### src/rtl/ss_arb_pkg.sv
// ss_arb_pkg: shared types and constants for the simulation-slave-bus arbiter.
// Used by ss_bus_arbiter, ss_arb_timeout and the bench.
package ss_arb_pkg;

  localparam int NUM_MASTERS = 2;

  typedef enum logic [1:0] {
    ST_IDLE = 2'd0,
    ST_ADDR = 2'd1,
    ST_RESP = 2'd2
  } state_e;

  typedef logic master_idx_t;

  // Slave-side address map of zeroriscy_sim_top.
  localparam logic [31:0] UART_BASE   = 32'h9a10_0000;
  localparam logic [31:0] TOHOST_BASE = 32'h8000_1000;

  // Winner of an arbitration round: the lone requester, or the round-robin
  // pointer when both masters request together.
  function automatic master_idx_t rr_pick(input logic [NUM_MASTERS-1:0] req,
                                          input master_idx_t            rr);
    if (req == 2'b11) return rr;
    if (req[1])       return 1'b1;
    return 1'b0;
  endfunction

endpackage

### src/rtl/ss_arb_timeout.sv
// ss_arb_timeout: wait-cycle counter for the arbiter's ADDR/RESP phases.
// Flags expiry on the TIMEOUT-th cycle after the last clear; only built when
// SS_ARB_TIMEOUT_EN is defined.
module ss_arb_timeout #(
  parameter int unsigned TIMEOUT = 1024
) (
  input  logic clk,
  input  logic reset,
  input  logic i_clear,
  input  logic i_run,
  output logic o_expired
);

  localparam int unsigned   CW   = (TIMEOUT > 2) ? $clog2(TIMEOUT) : 1;
  localparam logic [CW-1:0] LAST = CW'(TIMEOUT - 1);

  logic [CW-1:0] r_count;

  // Count wait cycles, restarting on each phase entry and holding at the limit.
  always_ff @(posedge clk or posedge reset) begin
    // NOTE: clocked state is written with <= so every flop samples pre-edge values.
    if (reset)                          r_count <= '0;
    else if (i_clear)                   r_count <= '0;
    else if (i_run && r_count != LAST)  r_count <= r_count + 1'b1;
  end

  assign o_expired = i_run && (r_count == LAST);

endmodule

### src/rtl/ss_bus_arbiter.sv
// ss_bus_arbiter: two-master, one-slave arbiter for the ss_* simulation bus.
// Master 0 is the core data port, master 1 the host loader. One outstanding
// transaction, round-robin between simultaneous requesters, req/gnt/rvalid/err
// handshake. Define SS_ARB_TIMEOUT_EN to add a forced-error timeout.
module ss_bus_arbiter
  import ss_arb_pkg::*;
#(
  parameter int unsigned AW      = 32,
  parameter int unsigned DW      = 32,
  parameter int unsigned TIMEOUT = 1024
) (
  input  logic                                clk,
  input  logic                                reset,
  input  logic [NUM_MASTERS-1:0]              m_req,
  input  logic [NUM_MASTERS-1:0]              m_we,
  input  logic [NUM_MASTERS-1:0][DW/8-1:0]    m_be,
  input  logic [NUM_MASTERS-1:0][AW-1:0]      m_addr,
  input  logic [NUM_MASTERS-1:0][DW-1:0]      m_wdata,
  output logic [NUM_MASTERS-1:0]              m_gnt,
  output logic [NUM_MASTERS-1:0]              m_rvalid,
  output logic [DW-1:0]                       m_rdata,
  output logic                                m_err,
  output logic                                ss_req,
  output logic                                ss_we,
  output logic [DW/8-1:0]                     ss_be,
  output logic [AW-1:0]                       ss_addr,
  output logic [DW-1:0]                       ss_wdata,
  input  logic                                ss_gnt,
  input  logic                                ss_rvalid,
  input  logic [DW-1:0]                       ss_rdata,
  input  logic                                ss_err
);

  state_e      r_state, w_state_nxt;
  master_idx_t r_owner, w_owner_nxt;
  master_idx_t r_rr,    w_rr_nxt;

  logic w_expired;     // timeout counter reached its limit this cycle
  logic w_pending;     // ADDR timed out; RESP must answer with an error
  logic w_addr_tmo;
  logic w_resp_force;
  logic w_in_addr;
  logic w_in_resp;
  logic w_gnt_any;
  logic w_rsp_any;

  assign w_in_addr    = (r_state == ST_ADDR);
  assign w_in_resp    = (r_state == ST_RESP);
  assign w_addr_tmo   = w_in_addr && w_expired;
  assign w_resp_force = w_in_resp && (w_expired || w_pending);
  assign w_gnt_any    = w_in_addr && m_req[r_owner] && (ss_gnt || w_addr_tmo);
  assign w_rsp_any    = w_in_resp && (ss_rvalid || w_resp_force);

`ifdef SS_ARB_TIMEOUT_EN
  logic r_pending;
  logic w_tmo_clear;

  assign w_tmo_clear = (w_state_nxt != r_state) && (w_state_nxt != ST_IDLE);

  ss_arb_timeout #(.TIMEOUT(TIMEOUT)) u_timeout (
    .clk       (clk),
    .reset     (reset),
    .i_clear   (w_tmo_clear),
    .i_run     (r_state != ST_IDLE),
    .o_expired (w_expired)
  );

  // Remember a grant forced by timeout so RESP reports an error immediately.
  always_ff @(posedge clk or posedge reset) begin
    if (reset)                                          r_pending <= 1'b0;
    else if (w_in_addr && w_state_nxt == ST_RESP)       r_pending <= w_expired && !ss_gnt;
    else if (w_in_resp && w_state_nxt == ST_IDLE)       r_pending <= 1'b0;
  end

  assign w_pending = r_pending;
`else
  assign w_expired = 1'b0;
  assign w_pending = 1'b0;
`endif

  // Next-state, owner and round-robin pointer decisions.
  always_comb begin
    // NOTE: every variable gets a default first so no path leaves it unassigned (no latch).
    w_state_nxt = r_state;
    w_owner_nxt = r_owner;
    w_rr_nxt    = r_rr;
    unique case (r_state)
      ST_IDLE: begin
        if (|m_req) begin
          w_owner_nxt = rr_pick(m_req, r_rr);
          w_state_nxt = ST_ADDR;
        end
      end
      ST_ADDR: begin
        if (!m_req[r_owner]) begin
          w_state_nxt = ST_IDLE;   // requester withdrew before grant
        end else if (ss_gnt || w_addr_tmo) begin
          w_state_nxt = ST_RESP;
          w_rr_nxt    = ~r_owner;
        end
      end
      ST_RESP: begin
        if (w_rsp_any) w_state_nxt = ST_IDLE;
      end
      default: w_state_nxt = ST_IDLE;
    endcase
  end

  // FSM, owner and pointer registers.
  always_ff @(posedge clk or posedge reset) begin
    if (reset) begin
      r_state <= ST_IDLE;
      r_owner <= 1'b0;
      r_rr    <= 1'b0;
    end else begin
      r_state <= w_state_nxt;
      r_owner <= w_owner_nxt;
      r_rr    <= w_rr_nxt;
    end
  end

  // Slave request path: owner's fields pass through only while in ADDR.
  always_comb begin
    ss_req   = w_in_addr && m_req[r_owner];
    ss_we    = 1'b0;
    ss_be    = '0;
    ss_addr  = '0;
    ss_wdata = '0;
    if (w_in_addr) begin
      ss_we    = m_we[r_owner];
      ss_be    = m_be[r_owner];
      ss_addr  = m_addr[r_owner];
      ss_wdata = m_wdata[r_owner];
    end
  end

  // Master-side grant and response steering to the current owner.
  always_comb begin
    m_gnt            = '0;
    m_rvalid         = '0;
    m_gnt[r_owner]   = w_gnt_any;
    m_rvalid[r_owner] = w_rsp_any;
    m_rdata          = (w_rsp_any && !w_resp_force) ? ss_rdata : '0;
    m_err            = w_rsp_any && (w_resp_force || ss_err);
  end

endmodule
### config.mk
export PLATFORM = sky130hd
export DESIGN_NAME = ss_bus_arbiter
export DESIGN_NICKNAME = d
export VERILOG_FILES = /design/src/rtl/ss_arb_pkg.sv /design/src/rtl/ss_arb_timeout.sv /design/src/rtl/ss_bus_arbiter.sv
export SDC_FILE = /design/constraint.sdc
export NUM_CORES = 1
export LEC_CHECK = 0
export ABC_AREA = 0
export BUFFER_PORTS_ARGS = -buffer_cell sky130_fd_sc_hd__buf_4
export CORE_AREA = 2 2 109 111
export CTS_BUF_LIST = sky130_fd_sc_hd__clkbuf_4 sky130_fd_sc_hd__clkbuf_8 sky130_fd_sc_hd__clkbuf_16
export DETAILED_ROUTE_END_ITERATION = 10
export DIE_AREA = 0 0 111 113
export GPL_ROUTABILITY_DRIVEN = 0
export SLEW_MARGIN = 5
export SYNTH_ARGS = -nofsm -noshare
export SYNTH_HDL_FRONTEND = slang
export SYNTH_SLANG_ARGS = --single-unit
export TNS_END_PERCENT = 5
### constraint.sdc
create_clock -name clk -period 1.6 [get_ports clk]
set_clock_uncertainty 0.15 [all_clocks]
set_input_delay 0.32 -clock clk [delete_from_list [all_inputs] [get_ports clk]]
set_output_delay 0.32 -clock clk [all_outputs]
set_load 0.03 [all_outputs]
Yosys cells after proc, flatten, opt, wreduce, memory -nomap -nowiden. Index checks and enable logic that the tools add are counted.

Register bits: 4. Input bits: 177. Word-level logic and storage cells: 57. Output and inout port bits: 107.

Reductions and logical operators: 10. Order comparisons: 2. Bitwise logic cells: 3. Mux-type cells: 33. Equal/unequal tests: 6.

Operator list (number): $mux W32 (7); $mux W1 (17); $mux W4 (3); $mux W2 (4); $pmux W2 S3 (1); $reduce_and A3 Y1 (2); $logic_and A1 B1 Y1 (5); $and A2 B2 Y2 (2); $eq A2 B2 Y1 const B (2); $ne A3 B3 Y1 const B (1); $eq A2 B1 Y1 const B (1); $logic_not A2 Y1 (1); $lt A1 B2 Y1 const B (1); $ne A2 B1 Y1 const B (1); $ne A2 B2 Y1 const B (1); $reduce_and A2 Y1 (1); $reduce_or A2 Y1 (1); $demux W1 S1 (1); $ge A1 B1 Y1 const B (1); $not A1 Y1 (1).

Longest topological paths before layout. Gate-level depths: netlist of run 1.

Depth in word-level cells: 9. Gate-level depth with buffers: 5. Gate-level depth less buffers: 3.

Worst setup path after synthesis of run 1. OpenSTA, ideal clock, no wires.

Path kind: register to output. From: register r_owner. To: output m_rvalid[0]. Cell stages (with the launch flop): 4. Setup slack: -0.236 ns. Arrival time: 1.366 ns. Buffers on the path: 2. Data required time: 1.130 ns. Cells stage by stage: dfrtp_1 buf_6 buf_2 nor3_1.

Longest elaborated chain between the ends: 5. Elaborated cells between the ends (all ways): 6. Those cells by class: 2 x order compare; 2 x mux; 1 x bitwise; 1 x reduce/logical.

Ends and longest elaborated chain: start, declared (line ss_bus_arbiter.sv:35) `master_idx_t r_owner, w_owner_nxt;`; start signal, assigned (line ss_bus_arbiter.sv:117) `r_owner <= w_owner_nxt;`; $lt A1 B2 Y1 (implied by the code) or $ge A1 B1 Y1 (tied branches) (line ss_bus_arbiter.sv:142) `m_rvalid[r_owner] = w_rsp_any;`; $logic_and A1 B1 Y1 (implied by the code) (line ss_bus_arbiter.sv:142); $mux W1 (implied by the code) (line ss_bus_arbiter.sv:142); $demux W1 S1 (*) (line ss_bus_arbiter.sv:142); $and A2 B2 Y2 (no line) (*); end, declared (line ss_bus_arbiter.sv:20) `output logic [NUM_MASTERS-1:0] m_rvalid,`.

Every way passes the cells marked *; elsewhere a longest branch is shown, timed or not.

Worst setup path in the final report of run 1.
From: register r_owner. To: output ss_wdata[16].

Longest elaborated chain between the ends: 3.

Ends and longest elaborated chain: $mux W32 (implied by the code) (2 in series) (line ss_bus_arbiter.sv:133) `ss_wdata = m_wdata[r_owner];`; $mux W32 (line ss_bus_arbiter.sv:129) `if (w_in_addr) begin`; end, declared (line ss_bus_arbiter.sv:27) `output logic [DW-1:0] ss_wdata,`.

No other way between the ends. The select of a mux whose other input is x is not followed.

==> flow_summary.ini, run 1 <==
[timing]
fin_crit_ns = 1.93
final_hold_viol_count = 0
fin_crit_sh_pct = 121
rsz0062_at_grt = true
slew_headroom_pct = 86.3
setup_viol = 107
worst_slew_pin_slew_ns = 0.201
fmax_mhz = 518
tns_ns = -29.15
setup_ws_ns = -0.329
drv_slew = 0

[routing]
wl_mm = 9.81
drc = 0
dr.first_iter.drc_count = 72
dr.pass1.iters = 4
wl_per_cell_um = 15.2
final_antenna_net_count = 0
vias_per_cell = 4.09
vias = 2647

[global_routing]
grt_pass1_wl_mm = 13.5
antenna_found_initial = 0
grt_pass1_vias = 2791
grt_overflow = 0
grt_max_degree = 43
grt.total_usage_pct = 13.1

[layout]
final_area_mm2 = 0.00426
syn_to_final_growth_pct = 159
drive_gt1_share_pct = 63.1
nNetsFinal = 682
insertedDiodeCount = 0

[outcome]
violations = setup timing
status = finished, violations left

[clocking]
cts_root_buffer = clkbuf_16
clk_path_buf_depth = 2
clock_latency_ns = 0.23
clock-sinks = 4
clk_pin_slew_ns = 0.04
cts_tree = yes
numCtsBuffers = 3
cts_max_level = 1

[die]
die_x_um = 111
dieArea_mm2 = 0.0125
core_area_mm2 = 0.0113
initial_core_util_pct = 14.6
fp-row-count = 39
die_height_um = 113
io_pins = 284

[synth]
ys_types = 22
ys.flop_type = dfrtp_1
synth-edff-count = 0
synth_common_cells = nor2_1, mux2i_1, and2_1, buf_12, buf_4
avgSynthCellArea_um2 = 7.52
post-synth-top-count-cell = nor2_1
synth_top_area_share_pct = 42.7
synthCells = 218
ys_warn_count = 0
synthesis.nets = 395
synth_top_area_cell = mux2i_1
synth_area_mm2 = 0.00164
synth.ff_latch_count = 4
ys_seq_area_share_pct = 6.10
synthTopCellsByArea = mux2i_1, nor2_1, and2_1
synth-async-reset-ratio_pct = 100

[critical_path]
cp-end-kind = output port
ff2ff_path_depth = 5
crit_fanout = 19
regToRegStartpoint = r_owner
rr_endpoint = r_rr
start_kind = flop
ff2ff_setup_slack_ns = 0.09
crit_start = r_owner
cp.required_ns = 1.13
crit_type = flop to output port
arrival_ns = 1.46
crit_path_end = ss_wdata[16]

[place]
dpl.hpwl_mm = 7.61
postPlaceCellArea_mm2 = 0.00387
portBuffers = 283
dp_slack_ns = -0.0828

[job]
drv_cap = 0

[pwr]
ir_drop_uv = 864
pwr-share-comb_pct = 90.7
power_density_mw_per_mm2 = 1610
p_clk_share_pct = 6.3
p_int_mw = 3.22
leakage_nw = 2.44
fin_total_pwr_mw = 6.86
power_switching_mw = 3.64
switching_share_pct = 53.0
seqPwrFrac_pct = 3.0

[worst_hold_path]
hold_class = input port to flop
## state kept, by name, indices dropped and copies added, names as in the netlist
register  flops
r_owner       1
r_rr          1
r_state       2
## power by group through the flow
stage / sequential, mW / combinational, mW / clock, mW
6_report: 0.205 / 6.22 / 0.432
3_3_place_gp: 0.219 / 5.62 / 0
5_1_grt: 0.212 / 6.56 / 0.448
2_1_floorplan: 0.183 / 4.00 / 0
4_1_cts: 0.231 / 5.78 / 0.438
3_5_place_dp: 0.221 / 5.68 / 0
## cells by family after synthesis
group / after synthesis / synth area share, %
buf+inv: 23 / 14.7
mux: 71 / 43.6
flops: 4 / 6.10
compound gates: 4 / 1.53
simple gates: 116 / 34.1
## per-layer routing
metal	up-vias	global-route usage [%]	wire, µm
li1	1286	-	-
met1	1175	12.3	3350
met2	177	27.7	5450
met3	9	3.27	824
met4	0	3.42	189
met5	-	0	0
## worst max-delay path, cell delays in order, from the launching register on
cell	delay, ns
dfrtp_4	0.48
buf_12	0.16
buf_16	0.16
mux2i_1	0.13
nor2_1	0.11
buf_4	0.17
## what timing repair did
item	CTS	global route
pin swaps	2	3
cloned	0	5
hold buffers	1	0
setup endpoints to repair	107	107
hold endpoints to repair	4	0
setup buffers	0	2
gates resized for setup	37	8
## layout make-up
cell class	instances	area, µm²
inverters	3	11.3
flip-flops and latches	4	104
well taps	143	179
fillers	1150	7020
repair buffers	302	2550
clock buffers	4	82.6
multi-input cells	191	1330
## placed cells by master (no fill, tap or decap), types with 2 or more instances in the layout
cell type,netlist,routed
inv_1,3,3
buf_12,6,4
and2_4,0,4
dfrtp_1,4,3
mux2i_2,1,3
clkbuf_16,0,6
buf_16,0,2
buf_6,4,35
nor2_1,74,74
buf_4,6,256
and2_1,34,30
mux2i_1,70,68
nand2b_4,2,3
## metrics by stage
step                std cells  hold slack [ns]  util, %
global placement          635           0.0718     34.3
floorplan                 218          -0.0639        -
CTS                       640            0.145     36.4
finish                    647            0.151     37.8
global route              647            0.159     37.8
detailed placement        635           0.0820     34.3
## worst min-delay path by stage
stage,slack (ns),cells after the start,to,start
CTS,0.14,2,r_owner,m_req[0]
global placement,0.07,2,r_rr,reset
floorplan,-0.06,1,r_owner,reset
detailed placement,0.08,2,r_rr,reset
finish,0.15,2,r_owner,m_req[0]
global route,0.16,2,r_owner,m_req[0]
No activity file was read; power rests on OpenSTA's default activity.
==> run 2, diff against run 1 <==
--- a/config.mk
+++ b/config.mk
@@ -5,13 +5,13 @@
 export SDC_FILE = /design/constraint.sdc
 export NUM_CORES = 1
 export LEC_CHECK = 0
-export ABC_AREA = 0
 export BUFFER_PORTS_ARGS = -buffer_cell sky130_fd_sc_hd__buf_4
-export CORE_AREA = 2 2 109 111
+export CORE_AREA = 4 4 108 110
 export CTS_BUF_LIST = sky130_fd_sc_hd__clkbuf_4 sky130_fd_sc_hd__clkbuf_8 sky130_fd_sc_hd__clkbuf_16
 export DETAILED_ROUTE_END_ITERATION = 10
-export DIE_AREA = 0 0 111 113
+export DIE_AREA = 0 0 112 114
 export GPL_ROUTABILITY_DRIVEN = 0
+export PLACE_DENSITY_LB_ADDON = 0.12
 export SLEW_MARGIN = 5
 export SYNTH_ARGS = -nofsm -noshare
 export SYNTH_HDL_FRONTEND = slang
==> flow_summary.ini, run 2 (synthesized netlist as in run 1, its figures left out) <==
[die]
die_height_um = 114
fp-row-count = 38
io_pins = 284
initial_core_util_pct = 15.3
die_x_um = 112
core_area_mm2 = 0.0107
dieArea_mm2 = 0.0128

[timing]
worst_slew_pin_slew_ns = 0.178
setup_ws_ns = -0.334
fmax_mhz = 517
setup_viol = 107
drv_slew = 0
fin_crit_sh_pct = 121
rsz0062_at_grt = true
slew_headroom_pct = 87.9
final_hold_viol_count = 0
fin_crit_ns = 1.93

[pwr]
leakage_nw = 2.42
power_switching_mw = 3.60
ir_drop_uv = 757
p_clk_share_pct = 3.8
power_density_mw_per_mm2 = 1570
pwr-share-comb_pct = 93.1
seqPwrFrac_pct = 3.1
fin_total_pwr_mw = 6.63
p_int_mw = 3.04
switching_share_pct = 54.2

[global_routing]
grt_pass1_vias = 2674
antenna_found_initial = 0
grt.total_usage_pct = 13.2
grt_overflow = 0
grt_max_degree = 35
grt_pass1_wl_mm = 13.8

[outcome]
violations = setup timing
status = finished, violations left

[routing]
wl_per_cell_um = 14.7
dr.pass1.iters = 3
dr.first_iter.drc_count = 76
vias_per_cell = 3.98
wl_mm = 9.52
final_antenna_net_count = 0
vias = 2573
drc = 0

[clocking]
cts_root_buffer = clkbuf_8
clk_path_buf_depth = 2
cts_tree = yes
clk_pin_slew_ns = 0.04
numCtsBuffers = 3
cts_max_level = 1
clock_latency_ns = 0.23
clock-sinks = 4

[critical_path]
arrival_ns = 1.46
cp.required_ns = 1.13
crit_type = flop to output port
cpMostUsedCell = buf_12
path_cells = buf_12 -> buf_12 -> mux2i_1 -> nor2_1 -> buf_4
crit_slowest_cell = dfrtp_4
crit_fanout = 10
start_kind = flop
ff2ff_setup_slack_ns = 0.05
critical_path.max_stage_delay_ns = 0.48
cp-end-kind = output port

[place]
portBuffers = 283
dp_slack_ns = -0.117
dpl.hpwl_mm = 7.99
postPlaceCellArea_mm2 = 0.00390

[layout]
largest_reg_flops = 2
drive_gt1_share_pct = 63.2
layout_commonest_cell = buf_4
syn_to_final_growth_pct = 157
top_regs = r_state (2), r_owner (1), r_rr (1)
top_register = r_state
insertedDiodeCount = 0
utilization_pct = 39.4
fillers = 1084
final_area_mm2 = 0.00422
nNetsFinal = 684
layout_common_cells = buf_4, nor2_1, mux2i_1, buf_6, and2_1

[worst_hold_path]
hold_class = input port to flop

[job]
drv_cap = 0
==> run 2: cell count changes in the layout (fill, tap and decap cells not counted), sizes merged <==
cell	delta
buf	+3
clkbuf	-1
==> run 2: layer usage <==
metal | vias to the layer above | part of all wire (%) | wire length, µm | global-route usage (%)
met2 | 173 | 54 | 5130 | 25.9
li1 | 1289 | - | - | -
met1 | 1102 | 34 | 3250 | 14.0
met4 | 0 | 1.3 | 120 | 2.64
met5 | - | 0 | 0 | 0
met3 | 9 | 11 | 1020 | 4.03
==> run 2: path summary, 6_finish.rpt <==
check	start	end	cells after the start
worst max-delay path	r_owner	ss_wdata[19]	5
worst min-delay path	m_req[0]	r_owner	2
worst max register to register	r_owner	r_state[0]	6
worst min register to register	r_rr	r_rr	2
max in group asynchronous	reset	r_state[0]	3
min in group asynchronous	reset	r_rr	3
==> run 2: layout make-up <==
class / count / area, µm² / share of cell area (%)
repair buffers: 304 / 2550 / 60.5
multi-input cells: 191 / 1330 / 31.4
well taps: 140 / 175 / 4.15
flip-flops and latches: 4 / 105 / 2.49
clock buffers: 4 / 48.8 / 1.16
inverters: 3 / 11.3 / 0.267
==> run 2: repair_timing <==
action,CTS,global route
cloned,0,3
setup endpoints to repair,107,107
hold buffers,1,0
hold endpoints to repair,4,0
resized for setup,41,7
setup buffers,0,2
==> run 2: through the flow <==
| step | cells | hold WS [ns] | setup TNS [ns] |
|---|---|---|---|
| CTS | 641 | 0.156 | -28.42 |
| global route | 646 | 0.172 | -32.92 |
| global placement | 636 | 0.0743 | -2.05 |
| floorplan | 218 | -0.0639 | -10.75 |
| finish | 646 | 0.159 | -26.91 |
| detailed placement | 636 | 0.0694 | -3.46 |
==> run 2: power groups by stage <==
| stage | logic, mW | registers (mW) | clock network [mW] |
|---|---|---|---|
| 2_1_floorplan | 4.00 | 0.183 | 0 |
| 3_3_place_gp | 5.78 | 0.233 | 0 |
| 3_5_place_dp | 5.80 | 0.241 | 0 |
| 4_1_cts | 5.91 | 0.243 | 0.262 |
| 5_1_grt | 6.55 | 0.213 | 0.260 |
| 6_report | 6.17 | 0.206 | 0.254 |
==> run 2: critical path, delay by kind of cell, from the launching register on <==
family / cells / cell delay, ns
simple gates: 1 / 0.14
flops: 1 / 0.48
mux: 1 / 0.11
buf+inv: 3 / 0.50
==> run 3, diff against run 2 <==
--- a/config.mk
+++ b/config.mk
@@ -7,11 +7,11 @@
 export LEC_CHECK = 0
 export BUFFER_PORTS_ARGS = -buffer_cell sky130_fd_sc_hd__buf_4
 export CORE_AREA = 4 4 108 110
-export CTS_BUF_LIST = sky130_fd_sc_hd__clkbuf_4 sky130_fd_sc_hd__clkbuf_8 sky130_fd_sc_hd__clkbuf_16
+export CTS_BUF_LIST = sky130_fd_sc_hd__clkbuf_4
 export DETAILED_ROUTE_END_ITERATION = 10
 export DIE_AREA = 0 0 112 114
 export GPL_ROUTABILITY_DRIVEN = 0
-export PLACE_DENSITY_LB_ADDON = 0.12
+export PLACE_DENSITY_LB_ADDON = 0.15
 export SLEW_MARGIN = 5
 export SYNTH_ARGS = -nofsm -noshare
 export SYNTH_HDL_FRONTEND = slang
==> flow_summary.ini, run 3 (synthesized netlist as in run 1, its figures left out) <==
[outcome]
status = finished, violations left
violations = setup timing

[timing]
setup_ws_ns = -0.344
slew_headroom_pct = 84.0
rsz0062_at_grt = true
finalHoldWorstSlack_ns = 0.139
setup_viol = 107
fin_crit_sh_pct = 122
worst_slew_pin_slew_ns = 0.240
fin_crit_ns = 1.94
fmax_mhz = 514
drv_slew = 0
final_hold_viol_count = 0

[critical_path]
regToRegStartpoint = r_owner
crit_fanout = 7
crit_buf_inv = 3
crit_slowest_cell = dfrtp_4
critical_path.max_stage_delay_ns = 0.56
rr_endpoint = r_rr
cp-end-kind = output port
crit_path_end = ss_wdata[7]
crit_type = flop to output port
start_kind = flop
crit_start = r_owner
critPathTopFamily = flip-flops
path_cells = buf_6 -> buf_6 -> mux2i_1 -> nor2_1 -> buf_4
arrival_ns = 1.47
cp.required_ns = 1.13
cp_num_cells = 5
ff2ff_setup_slack_ns = 0.02
cpMostUsedCell = buf_6
ff2ff_path_depth = 5

[clocking]
cts_tree = yes
clk_pin_slew_ns = 0.05
clock-sinks = 4
clock_latency_ns = 0.25
cts_root_buffer = clkbuf_4
cts_max_level = 1
numCtsBuffers = 3
clk_path_buf_depth = 2

[layout]
multi_input_area_mm2 = 0.00135
top_regs = r_state (2), r_owner (1), r_rr (1)
fillers = 1127
utilization_pct = 39.0
top_register = r_state
syn_to_final_growth_pct = 155
seqCellArea_um2 = 104
nNetsFinal = 687
largest_reg_flops = 2
layout_common_cells = buf_4, nor2_1, mux2i_1, buf_6, and2_1
insertedDiodeCount = 0
layout_commonest_cell = buf_4
drive_gt1_share_pct = 64.2

[pwr]
leakage_nw = 2.41
power_density_mw_per_mm2 = 1550
ir_drop_uv = 906

[global_routing]
grt_max_degree = 44
antenna_found_initial = 0
grt_overflow = 0
grt_pass1_vias = 2754
grt_pass1_wl_mm = 14.4
grt.total_usage_pct = 14.0

[die]
io_pins = 284
die_x_um = 112
initial_core_util_pct = 15.3
core_area_mm2 = 0.0107
dieArea_mm2 = 0.0128
fp-row-count = 38
die_height_um = 114

[job]
drv_cap = 0

[routing]
vias_per_cell = 4.10
dr.pass1.iters = 4
vias = 2661
drc = 0
final_antenna_net_count = 0
wl_mm = 9.97
wl_per_cell_um = 15.4
dr.first_iter.drc_count = 59

[worst_hold_path]
hold_class = input port to flop
min-delay-start = m_req[0]

[place]
dp_slack_ns = -0.103
portBuffers = 283
dpl.hpwl_mm = 8.35
[run 3: power breakdown]
part | internal (mW) | leakage, nW | total, mW | switching (mW)
logic | 2.62 | 2.34 | 6.07 | 3.45
clock network | 0.111 | 0.0184 | 0.164 | 0.0532
registers | 0.158 | 0.0476 | 0.245 | 0.0869
total | 2.89 | 2.41 | 6.48 | 3.59
[run 3: worst min path at each step]
stage	end	slack [ns]	cells after the start
floorplan	r_owner	-0.06	1
global placement	r_state[0]	0.08	2
detailed placement	r_state[0]	0.08	2
CTS	r_owner	0.14	2
global route	r_owner	0.14	2
finish	r_owner	0.14	2
[run 3: what timing repair did]
action                                  4_1_cts  5_1_grt
setup buffers                                 5        0
resized for setup                            38       10
endpoints found under the setup margin      107      109
hold buffers                                  1        0
endpoints found under the hold margin         4        0
pin swaps                                     2        7
gates cloned                                  1        0
[run 3: stage by stage]
stage / cells / TNS [ns] / area [µm²] / power [mW]
2_1_floorplan: 218 / -10.75 / 1650 / 4.18
3_3_place_gp: 639 / -2.11 / 3920 / 6.08
3_5_place_dp: 639 / -3.90 / 3920 / 6.11
4_1_cts: 650 / -34.87 / 4170 / 6.63
5_1_grt: 649 / -39.04 / 4180 / 6.84
6_report: 649 / -31.24 / 4180 / 6.48
[run 3: final cells by class]
cell class	instances	share of cell area, %
Inverter	3	0.270
Timing Repair Buffer	307	60.0
Clock buffer	4	0.719
Tap cell	140	4.19
Sequential cell	4	2.49
Multi-Input combinational cell	191	32.3
[run 3: routing by layer]
metal  part of all wire, %  global-route usage, %  routed length [µm]
met1                    33                   14.2                3280
met2                    56                   28.4                5550
met3                    11                   4.62                1050
met4                  0.91                   1.92                  91
met5                     0                      0                   0
